[src/rtl/vga_defs.sv]
// ---------------------------------------------------------------------------
// vga_defs
// Shared definitions for the VGA text-mode reader: 640x480@60 timing
// constants, text-grid geometry, pipeline depth, the raw sync bundle type
// and a byte-lane select helper.
// ---------------------------------------------------------------------------
package vga_defs;

  // Horizontal timing in pixel clocks.
  localparam int H_VISIBLE = 640;
  localparam int H_FP      = 16;
  localparam int H_SYNC    = 96;
  localparam int H_BP      = 48;
  localparam int H_TOTAL   = H_VISIBLE + H_FP + H_SYNC + H_BP;  // 800

  // Vertical timing in lines.
  localparam int V_VISIBLE = 480;
  localparam int V_FP      = 10;
  localparam int V_SYNC    = 2;
  localparam int V_BP      = 33;
  localparam int V_TOTAL   = V_VISIBLE + V_FP + V_SYNC + V_BP;  // 525

  // Both counters fit in 10 bits (max 799 / 524).
  localparam int CNT_W = 10;
  typedef logic [CNT_W-1:0] cnt_t;

  localparam cnt_t H_LAST       = cnt_t'(H_TOTAL - 1);
  localparam cnt_t H_VIS_END    = cnt_t'(H_VISIBLE);
  localparam cnt_t H_SYNC_START = cnt_t'(H_VISIBLE + H_FP);
  localparam cnt_t H_SYNC_END   = cnt_t'(H_VISIBLE + H_FP + H_SYNC - 1);

  localparam cnt_t V_LAST       = cnt_t'(V_TOTAL - 1);
  localparam cnt_t V_VIS_END    = cnt_t'(V_VISIBLE);
  localparam cnt_t V_SYNC_START = cnt_t'(V_VISIBLE + V_FP);
  localparam cnt_t V_SYNC_END   = cnt_t'(V_VISIBLE + V_FP + V_SYNC - 1);

  // Text grid geometry.
  localparam int TEXT_COLS = 80;
  localparam int TEXT_ROWS = 30;
  localparam int CELL_W    = 8;
  localparam int CELL_H    = 16;

  // Counter-to-pin latency in clocks.
  localparam int PIPE_LAT = 3;

  // Raw timing flags produced alongside the counters.
  typedef struct packed {
    logic hs;   // active low
    logic vs;   // active low
    logic vis;  // inside the 640x480 active area
    logic fs;   // counters at (0,0)
  } sync_t;

  // Value every stage of the sync delay line holds in reset.
  localparam sync_t SYNC_IDLE = '{hs: 1'b1, vs: 1'b1, vis: 1'b0, fs: 1'b0};

  // Select one byte lane of a 32-bit memory word; lane 0 is the low byte.
  function automatic logic [7:0] pick_byte(input logic [31:0] word,
                                           input logic [1:0]  sel);
    return word[8*sel +: 8];
  endfunction

endpackage

[src/rtl/vga_sync_gen.sv]
// ---------------------------------------------------------------------------
// vga_sync_gen
// Free-running 800x525 raster counters with raw (undelayed) sync, visible
// and frame-start flags.
//
// Ports:
//   clk      in   pixel clock
//   clrn     in   asynchronous active-low reset
//   h_cnt_o  out  horizontal position 0..799
//   v_cnt_o  out  vertical position 0..524
//   sync_o   out  raw hs/vs (active low), visible, frame-start flags
// ---------------------------------------------------------------------------
module vga_sync_gen
  import vga_defs::*;
(
  input  logic  clk,
  input  logic  clrn,
  output cnt_t  h_cnt_o,
  output cnt_t  v_cnt_o,
  output sync_t sync_o
);

  cnt_t h_q, h_d;
  cnt_t v_q, v_d;
  logic h_wrap;

  // NOTE: every signal written in an always_comb gets a default before any
  // conditional assignment, so no path leaves it holding its old value
  // (which would infer a latch).
  always_comb begin
    h_wrap = (h_q == H_LAST);
    h_d    = h_wrap ? '0 : h_q + cnt_t'(1);
    v_d    = v_q;
    if (h_wrap) begin
      v_d = (v_q == V_LAST) ? '0 : v_q + cnt_t'(1);
    end
  end

  // NOTE: state registers use non-blocking assignments so all flops update
  // together at the edge regardless of statement order.
  always_ff @(posedge clk or negedge clrn) begin
    if (!clrn) begin
      h_q <= '0;
      v_q <= '0;
    end else begin
      h_q <= h_d;
      v_q <= v_d;
    end
  end

  assign h_cnt_o    = h_q;
  assign v_cnt_o    = v_q;
  assign sync_o.hs  = !((h_q >= H_SYNC_START) && (h_q <= H_SYNC_END));
  assign sync_o.vs  = !((v_q >= V_SYNC_START) && (v_q <= V_SYNC_END));
  assign sync_o.vis = (h_q < H_VIS_END) && (v_q < V_VIS_END);
  assign sync_o.fs  = (h_q == '0) && (v_q == '0);

endmodule

[src/rtl/vga_text_reader.sv]
// ---------------------------------------------------------------------------
// vga_text_reader
// Read side of the VGA character memory: 640x480@60 timing, 80x30 text of
// 8x16 cells, one byte per character, font lookup through an external
// synchronous ROM, 12-bit RGB out. Counter-to-pin latency is 3 clocks and
// all outputs (RGB, syncs, frame_start) are mutually aligned.
//
// Pipeline:
//   T0  counters -> raddr (combinational)
//   T1  rdata byte lane -> font_addr (combinational from T1 registers)
//   T2  font_data bit select -> colour
//   T3  output registers
//
// Ports:
//   clk          in   25 MHz pixel clock (also memory / font ROM clock)
//   clrn         in   asynchronous active-low reset
//   raddr        out  13-bit byte address to character memory
//   rdata        in   containing 32-bit word, valid 1 clk after raddr
//   font_addr    out  {char, glyph_row} to font ROM
//   font_data    in   glyph row, valid 1 clk after font_addr, bit 7 leftmost
//   vga_hs/vs    out  syncs, active low
//   vga_r/g/b    out  4-bit colour channels
//   frame_start  out  one-clock pulse with pixel (0,0) on the pins
//   cursor_row   in   (VGA_CURSOR_EN only) cursor text row
//   cursor_col   in   (VGA_CURSOR_EN only) cursor text column
//
// Build option: define VGA_CURSOR_EN for a blinking underline cursor.
// ---------------------------------------------------------------------------
module vga_text_reader
  import vga_defs::*;
#(
  parameter logic [12:0] BASE_ADDR = 13'd0,
  parameter logic [11:0] FG_COLOR  = 12'hFFF,
  parameter logic [11:0] BG_COLOR  = 12'h000
) (
  input  logic        clk,
  input  logic        clrn,
  output logic [12:0] raddr,
  input  logic [31:0] rdata,
  output logic [11:0] font_addr,
  input  logic [7:0]  font_data,
  output logic        vga_hs,
  output logic        vga_vs,
  output logic [3:0]  vga_r,
  output logic [3:0]  vga_g,
  output logic [3:0]  vga_b,
  output logic        frame_start
`ifdef VGA_CURSOR_EN
  ,
  input  logic [4:0]  cursor_row,
  input  logic [6:0]  cursor_col
`endif
);

  // ---------------- T0: raster counters and address ----------------
  cnt_t  h_cnt, v_cnt;
  sync_t sync_t0;

  vga_sync_gen u_sync_gen (
    .clk     (clk),
    .clrn    (clrn),
    .h_cnt_o (h_cnt),
    .v_cnt_o (v_cnt),
    .sync_o  (sync_t0)
  );

  logic [5:0]  text_row;
  logic [6:0]  text_col;
  logic [12:0] text_addr;

  assign text_row  = v_cnt[9:4];
  assign text_col  = h_cnt[9:3];
  assign text_addr = BASE_ADDR + 13'(text_row) * 13'(TEXT_COLS) + 13'(text_col);

  // Gated by clrn as well so the pin reads 0 throughout reset even with a
  // nonzero BASE_ADDR.
  assign raddr = (sync_t0.vis && clrn) ? text_addr : '0;

  logic cursor_t0;

`ifdef VGA_CURSOR_EN
  // Counts completed frames; bit 5 gives a ~1.07 s blink with frames 0..31
  // of each 64 showing no cursor.
  logic [5:0] frame_cnt_q, frame_cnt_d;

  assign frame_cnt_d = ((h_cnt == H_LAST) && (v_cnt == V_LAST)) ?
                       frame_cnt_q + 6'd1 : frame_cnt_q;

  always_ff @(posedge clk or negedge clrn) begin
    if (!clrn) frame_cnt_q <= '0;
    else       frame_cnt_q <= frame_cnt_d;
  end

  // Out-of-range cursor positions never match a visible cell. Glyph rows
  // 14-15 form the underline.
  assign cursor_t0 = frame_cnt_q[5] && sync_t0.vis &&
                     (text_row == {1'b0, cursor_row}) &&
                     (text_col == cursor_col) &&
                     (v_cnt[3:1] == 3'b111);
`else
  assign cursor_t0 = 1'b0;
`endif

  // ---------------- pipeline registers ----------------
  logic [1:0]  sel_q;      // byte lane of the T0 address
  logic [3:0]  grow_q;     // glyph row (v_cnt[3:0]) at T1
  logic [2:0]  hpix1_q;    // pixel within cell at T1
  logic [2:0]  hpix2_q;    // pixel within cell at T2
  sync_t       sync1_q, sync2_q;
  logic        cursor1_q, cursor2_q;
  logic [11:0] rgb_q, rgb_d;
  logic        hs_q, vs_q, fs_q;

  always_ff @(posedge clk or negedge clrn) begin
    if (!clrn) begin
      sel_q     <= '0;
      grow_q    <= '0;
      hpix1_q   <= '0;
      hpix2_q   <= '0;
      sync1_q   <= SYNC_IDLE;
      sync2_q   <= SYNC_IDLE;
      cursor1_q <= 1'b0;
      cursor2_q <= 1'b0;
      rgb_q     <= '0;
      hs_q      <= 1'b1;
      vs_q      <= 1'b1;
      fs_q      <= 1'b0;
    end else begin
      sel_q     <= raddr[1:0];
      grow_q    <= v_cnt[3:0];
      hpix1_q   <= h_cnt[2:0];
      hpix2_q   <= hpix1_q;
      sync1_q   <= sync_t0;
      sync2_q   <= sync1_q;
      cursor1_q <= cursor_t0;
      cursor2_q <= cursor1_q;
      rgb_q     <= rgb_d;
      hs_q      <= sync2_q.hs;
      vs_q      <= sync2_q.vs;
      fs_q      <= sync2_q.fs;
    end
  end

  // ---------------- T1: character byte -> font address ----------------
  // The memory and font ROM each register their address, so driving
  // font_addr combinationally in T1 keeps the total latency at 3.
  logic [7:0] char_t1;

  assign char_t1   = pick_byte(rdata, sel_q);
  assign font_addr = clrn ? {char_t1, grow_q} : '0;

  // ---------------- T2: glyph bit -> colour ----------------
  logic pixel_t2;

  always_comb begin
    // Bit 7 is the leftmost pixel, so column x maps to bit (7 - x) = ~x.
    pixel_t2 = font_data[~hpix2_q] ^ cursor2_q;
    rgb_d    = '0;
    if (sync2_q.vis) begin
      rgb_d = pixel_t2 ? FG_COLOR : BG_COLOR;
    end
  end

  // ---------------- T3: pins ----------------
  assign vga_hs      = hs_q;
  assign vga_vs      = vs_q;
  assign vga_r       = rgb_q[11:8];
  assign vga_g       = rgb_q[7:4];
  assign vga_b       = rgb_q[3:0];
  assign frame_start = fs_q;

endmodule

[config.mk]
export PLATFORM = sky130hd
export DESIGN_NAME = vga_text_reader
export DESIGN_NICKNAME = d
export VERILOG_FILES = /design/src/rtl/vga_defs.sv /design/src/rtl/vga_sync_gen.sv /design/src/rtl/vga_text_reader.sv
export SDC_FILE = /design/constraint.sdc
export NUM_CORES = 1
export LEC_CHECK = 0
export CORE_MARGIN = 4
export CORE_UTILIZATION = 35
export DETAILED_ROUTE_END_ITERATION = 10
export SKIP_CTS_REPAIR_TIMING = 1
export SKIP_LAST_GASP = 1
export SYNTH_ARGS = -nofsm -noshare
export SYNTH_HDL_FRONTEND = slang
export SYNTH_SLANG_ARGS = --single-unit
[constraint.sdc]
create_clock -name clk -period 3.96 [get_ports clk]
set_clock_uncertainty 0.05 [all_clocks]
set_input_delay 0.792 -clock clk [delete_from_list [all_inputs] [get_ports clk]]
set_output_delay 0.792 -clock clk [all_outputs]
set_load 0.01 [all_outputs]
==> Yosys cells after proc, flatten, opt, wreduce, memory -nomap -nowiden <==
Cells that the tools add are included.
{ "op_classes": {"n_eq_ne": 2, "n_shift": 1, "multipliers": 1, "n_div": 0, "n_lt_le_gt_ge": 7, "n_reduce_logical": 9, "addsub": 3, "mux": 8, "bitwise_logic": 1} }
{ "op_table": {"columns": ["op", "count"], "rows": [
  ["$mux W12", 3],
  ["$shiftx A32 B6 Y8", 1],
  ["$add A10 B1 Y10 const B", 2],
  ["$eq A10 B10 Y1 const B", 2],
  ["$logic_not A10 Y1", 2],
  ["$mux W10", 2],
  ["$add A13 B7 Y13", 1],
  ["$mux W13", 1],
  ["$ge A10 B10 Y1 const B", 1],
  ["$ge A10 B9 Y1 const B", 1],
  ["$le A10 B10 Y1 const B", 1],
  ["$le A10 B9 Y1 const B", 1],
  ["$lt A10 B10 Y1 const B", 1],
  ["$lt A10 B9 Y1 const B", 1],
  ["$mul A6 B3 Y9 const B", 1],
  ["$logic_and A1 B1 Y1", 5],
  ["$lt A3 B4 Y1 const B", 1],
  ["$bmux W1 S3", 1],
  ["$not A3 Y3", 1],
  ["$logic_not A1 Y1", 2],
  ["$mux W1", 1]
]} }
{ "word_totals": {"latchBits": 0, "out_inout_bits": 40, "inputBits": 42, "mem_bits_ro": 0, "regBits": 55, "elab_cells": 50, "memories": 0, "ram_bits": 0} }

==> Depth between registers and ports, before layout <==
{ "depth": {"word_depth": 5, "mapped_depth": 7, "depth_no_buf": 7} }

==> Hierarchy <==
From an unflattened synthesis, not the netlist that was laid out.
{ "hier_totals": {"cells_unflattened": 235, "hier_area_um2": 2631.3} }
{ "by_module_without_submodules": {"columns": ["mod", "area_each_um2", "seq_area_each_um2", "instances", "cells_per_inst"], "rows": [
  ["vga_text_reader", 1529.0, 608.1, 1, 124],
  ["vga_sync_gen", 1102.3, 500.5, 1, 111]
]} }

==> Worst setup path after synthesis <==
OpenSTA, ideal clock, no wires.
{ "synth_timing": {"path_kind": "reg-to-output", "from": "register u_sync_gen.v_q[5] (netlist: u_sync_gen.v_cnt_o[5])", "to": "output raddr[11]", "required_ns": 3.118, "slack_ns": 0.751, "stages_incl_launch_ff": 8, "arrival_time_ns": 2.367, "n_path_buf": 0, "path_cell_list": "dfrtp_1 > ha_1 > ha_1 > fa_1 > and3_1 > or3_1 > and3_1 > mux2_2"} }
{ "synth_via": {"elab_chain_len": 4, "elab_cells_between_ends": 6, "classes_between": "1 x add/sub; 1 x mul; 1 x order compare; 1 x mux; 2 x reduce/logical"} }
{ "synth_rtl": {"columns": ["item", "line_no", "source"], "rows": [
  ["from (decl)", "vga_sync_gen.sv:24", "cnt_t v_q, v_d;"],
  ["from (signal assigned)", "vga_sync_gen.sv:47", "v_q <= v_d;"],
  ["parallel branches: the longest is 3 deep, another holds $add A13 B7 Y13", null, null],
  ["$mux W13 (*)", "vga_text_reader.sv:77", "assign raddr = (sync_t0.vis && clrn) ? text_addr : '0;"],
  ["to (decl)", "vga_text_reader.sv:38", "output logic [12:0] raddr,"]
]} }
Mark *: on every way between the ends.

==> Worst setup path after layout <==
{ "layout_timing": {"from": "register u_sync_gen.v_q[7] (netlist: u_sync_gen.v_cnt_o[7])", "to": "output raddr[10]"} }
Same word-level chain as after synthesis.

==> results.sh <==
export IMPL_p_sw_uw=193
export IMPL_r2r_cells=5
export IMPL_core_rowCount=31
export IMPL_critical_path_startpoint_type="flop"
export IMPL_fin_hold_ws_ps=267
export IMPL_syn_to_final_growth_pct=37.8
export IMPL_yosys_area_top_type="dfrtp_1"
export IMPL_fp_dieH_um=94.3
export IMPL_critical_path_cell_chain="ha_1 -> ha_1 -> fa_1 -> xor2_1 -> o2111ai_1 -> xnor3_1 -> nor2_1 -> clkdlybuf4s50_1"
export IMPL_finalHoldViolCount=0
export IMPL_leakagePower_nw=1.56
export IMPL_cts_htree_levels=2
export IMPL_async_flop_share=1.00
export IMPL_synth_nets=299
export IMPL_setup_tns_ps=0
export IMPL_final_common_cell="clkdlybuf4s50_1"
export IMPL_drt_first_pass_iters=4
export IMPL_netlist_area_leader_share=0.365
export IMPL_grt_max_degree=39
export IMPL_synthTopCellsByArea="dfrtp_1 (36%), mux4_2 (8.6%), ha_1 (7.2%)"
export IMPL_crit_path_end_kind="output port"
export IMPL_synth_edf_count=0
export IMPL_synth_seq_cells=44
export IMPL_critPathArrivalTime_ps=2960
export IMPL_min_period_over_period=0.960
export IMPL_grt_pass1_wl_um=10500
export IMPL_crit_family="adder cells"
export IMPL_initial_utilization=0.359
export IMPL_dieArea_mm2=0.00889
export IMPL_synthCells=240
export IMPL_drc=0
export IMPL_rsz0062_at_grt="no"
export IMPL_gp_congestion=0.895
export IMPL_drive_above_1_share=0.113
export IMPL_layout_min_cycle_time_ps=3800
export IMPL_reg2reg_setup_slack_ps=2090
export IMPL_irDropWorstVdd_mv=0.130
export IMPL_via_count=2056
export IMPL_synth_cell_types=42
export IMPL_pwr_share_clk=0.384
export IMPL_critPathRequiredTime_ps=3120
export IMPL_clock_insertion_delay_worst_skew_ps=300
export IMPL_vias_per_cell=4.93
export IMPL_overflow=0
export IMPL_outcome="finished clean"
export IMPL_sw_frac_of_total=0.214
export IMPL_critPathKind="reg2out"
export IMPL_wl_per_cell_um=15.3
export IMPL_io_buffers=81
export IMPL_clkSlewWorstSetupHoldPaths_ps=90
export IMPL_finalSetupViolCount=0
export IMPL_r2r_end="u_sync_gen.v_cnt_o[3]"
export IMPL_grt_antenna_before_repair=0
export IMPL_ys_flop_type="dfrtp_1"
export IMPL_drtIter0Drc=129
export IMPL_power_density_mw_per_mm2=251
export IMPL_p_int_uw=709
export IMPL_r2r_start="u_sync_gen.h_cnt_o[0]"
export IMPL_p_total_uw=902
export IMPL_clockBufferDepth=2
export IMPL_die_w_um=94.3
export IMPL_hp_class="in2async"
export IMPL_cts_inserted_buffers=5
export IMPL_ys_seq_area_frac=0.425
export IMPL_postSynthAreaPerCell_um2=10.9
export IMPL_max_freq_mhz=263
export IMPL_dpl_worst_slack_ps=245
export IMPL_clock_sinks=44
export IMPL_crit_fanout=6
export IMPL_slowest_stage="clkdlybuf4s50_1"
export IMPL_core_mm2=0.00725
export IMPL_max_slew_margin=0.689
export IMPL_p_seq_frac=0.502
export IMPL_place_hpwl_um=4920
export IMPL_yosys_warnings=0
export IMPL_diodes=0
export IMPL_drt_antenna_violating_nets=0
export IMPL_grt_usage=0.149
export IMPL_cap_violations=0
export IMPL_slew_violations=0
export IMPL_syn_area_mm2=0.00261
export IMPL_final_nets=376
export IMPL_cts_tree="built"
export IMPL_layout_setup_ws_ps=157
export IMPL_crit_top_cell="ha_1"
export IMPL_ios=82
export IMPL_cts_root_buf="clkbuf_8"
export IMPL_max_stage_delay_ps=550
export IMPL_wl_um=6360
export IMPL_final_cell_mix="clkdlybuf4s50_1 (78), dfrtp_1 (37), and2_1 (21)"
export IMPL_cp_num_buf_inv=1
export IMPL_comb_power_share=0.113
export IMPL_tightest_slew_ps=466
export IMPL_grt_pass1_vias=2088
==> worst register-to-register path, delay by kind of cell (launching register included) <==
| kind | cells | cell delay [ps] |
|---|---|---|
| AO/OA/AOI/OAI | 2 | 510 |
| flip-flops | 1 | 430 |
| adder cells (fa/ha/maj) | 1 | 230 |
| AND/OR/NAND/NOR | 2 | 520 |
==> cells in the mapped netlist, types with 2 or more instances <==
cell type / count
dfrtp_1: 38
and2_1: 21
ha_1: 15
nor2_1: 15
o21ai_0: 14
buf_4: 11
inv_1: 10
mux4_2: 10
nand2_1: 9
nand3_1: 9
xor2_1: 9
a21oi_1: 7
and3_1: 7
dfstp_2: 6
nand4_1: 6
nor3_1: 6
xnor2_1: 5
buf_2: 4
nor4_1: 4
a21o_1: 3
and4_1: 3
nor2b_1: 3
a211o_1: 2
a31oi_1: 2
clkbuf_1: 2
fa_1: 2
or3_1: 2
==> state kept, by name, indices dropped and copies added, names as in the netlist <==
| register | flops |
|---|---|
| hpix2_q | 3 |
| u_sync_gen.v_cnt_o | 10 |
| vga_vs | 1 |
| frame_start | 1 |
| grow_q | 4 |
| sel_q | 2 |
| hpix1_q | 3 |
| vga_hs | 1 |
| u_sync_gen.h_cnt_o | 10 |
| sync1_q | 4 |
| rgb_q | 1 |
| sync2_q | 4 |
==> layer usage <==
layer	vias to the layer above	global-route usage	wire [um]
met2	96	0.245	2790
met5	-	0	0
met1	956	0.193	2830
met3	8	0.0361	647
met4	0	0.0481	102
li1	996	-	-
==> cell families after synthesis <==
family | count (synthesis) | share of synthesized area
buffers and inverters | 27 | 0.0567
and+or+nand+nor | 93 | 0.206
DFF | 44 | 0.425
AOI/OAI and AO/OA | 32 | 0.0739
xor gates and xnor gates | 15 | 0.0557
adders and majority gates | 17 | 0.0874
muxes | 12 | 0.0946
==> power groups by stage <==
stage	clock (mW)	sequential, mW	combinational, mW
after floorplan	0	0.461	0.0340
after global placement	0	0.462	0.102
after detailed placement	0	0.462	0.104
after CTS	0.360	0.453	0.105
after global routing	0.376	0.454	0.110
final	0.347	0.453	0.102
==> per-stage QoR <==
stage                     utilization  instance area (um^2)  std cells
after CTS                       0.493                  3580        416
after global placement          0.477                  3460        408
after global routing            0.495                  3590        417
after floorplan                     -                  2610        240
final                           0.495                  3590        417
after detailed placement        0.477                  3460        408
==> final cells by class <==
type	count	area [um^2]
fill	681	3660
multi-input combinational	169	1350
sequential	44	1110
timing repair buffer	87	856
tap	99	124
clock buffer	5	68.8
clock inverter	3	46.3
inverter	10	37.5
==> how the worst max path moves through the flow <==
stage / slack, ps / cells after the start / to / startpoint
after global placement: 280 / 8 / raddr[11] / u_sync_gen.v_cnt_o[7]
after CTS: -90 / 8 / raddr[11] / u_sync_gen.v_cnt_o[7]
after detailed placement: 250 / 8 / raddr[11] / u_sync_gen.v_cnt_o[7]
after floorplan: 750 / 7 / raddr[11] / u_sync_gen.v_cnt_o[5]
after global routing: 20 / 8 / raddr[10] / u_sync_gen.v_cnt_o[7]
final: 160 / 8 / raddr[10] / u_sync_gen.v_cnt_o[7]
No activity file was read; power rests on OpenSTA's default activity.
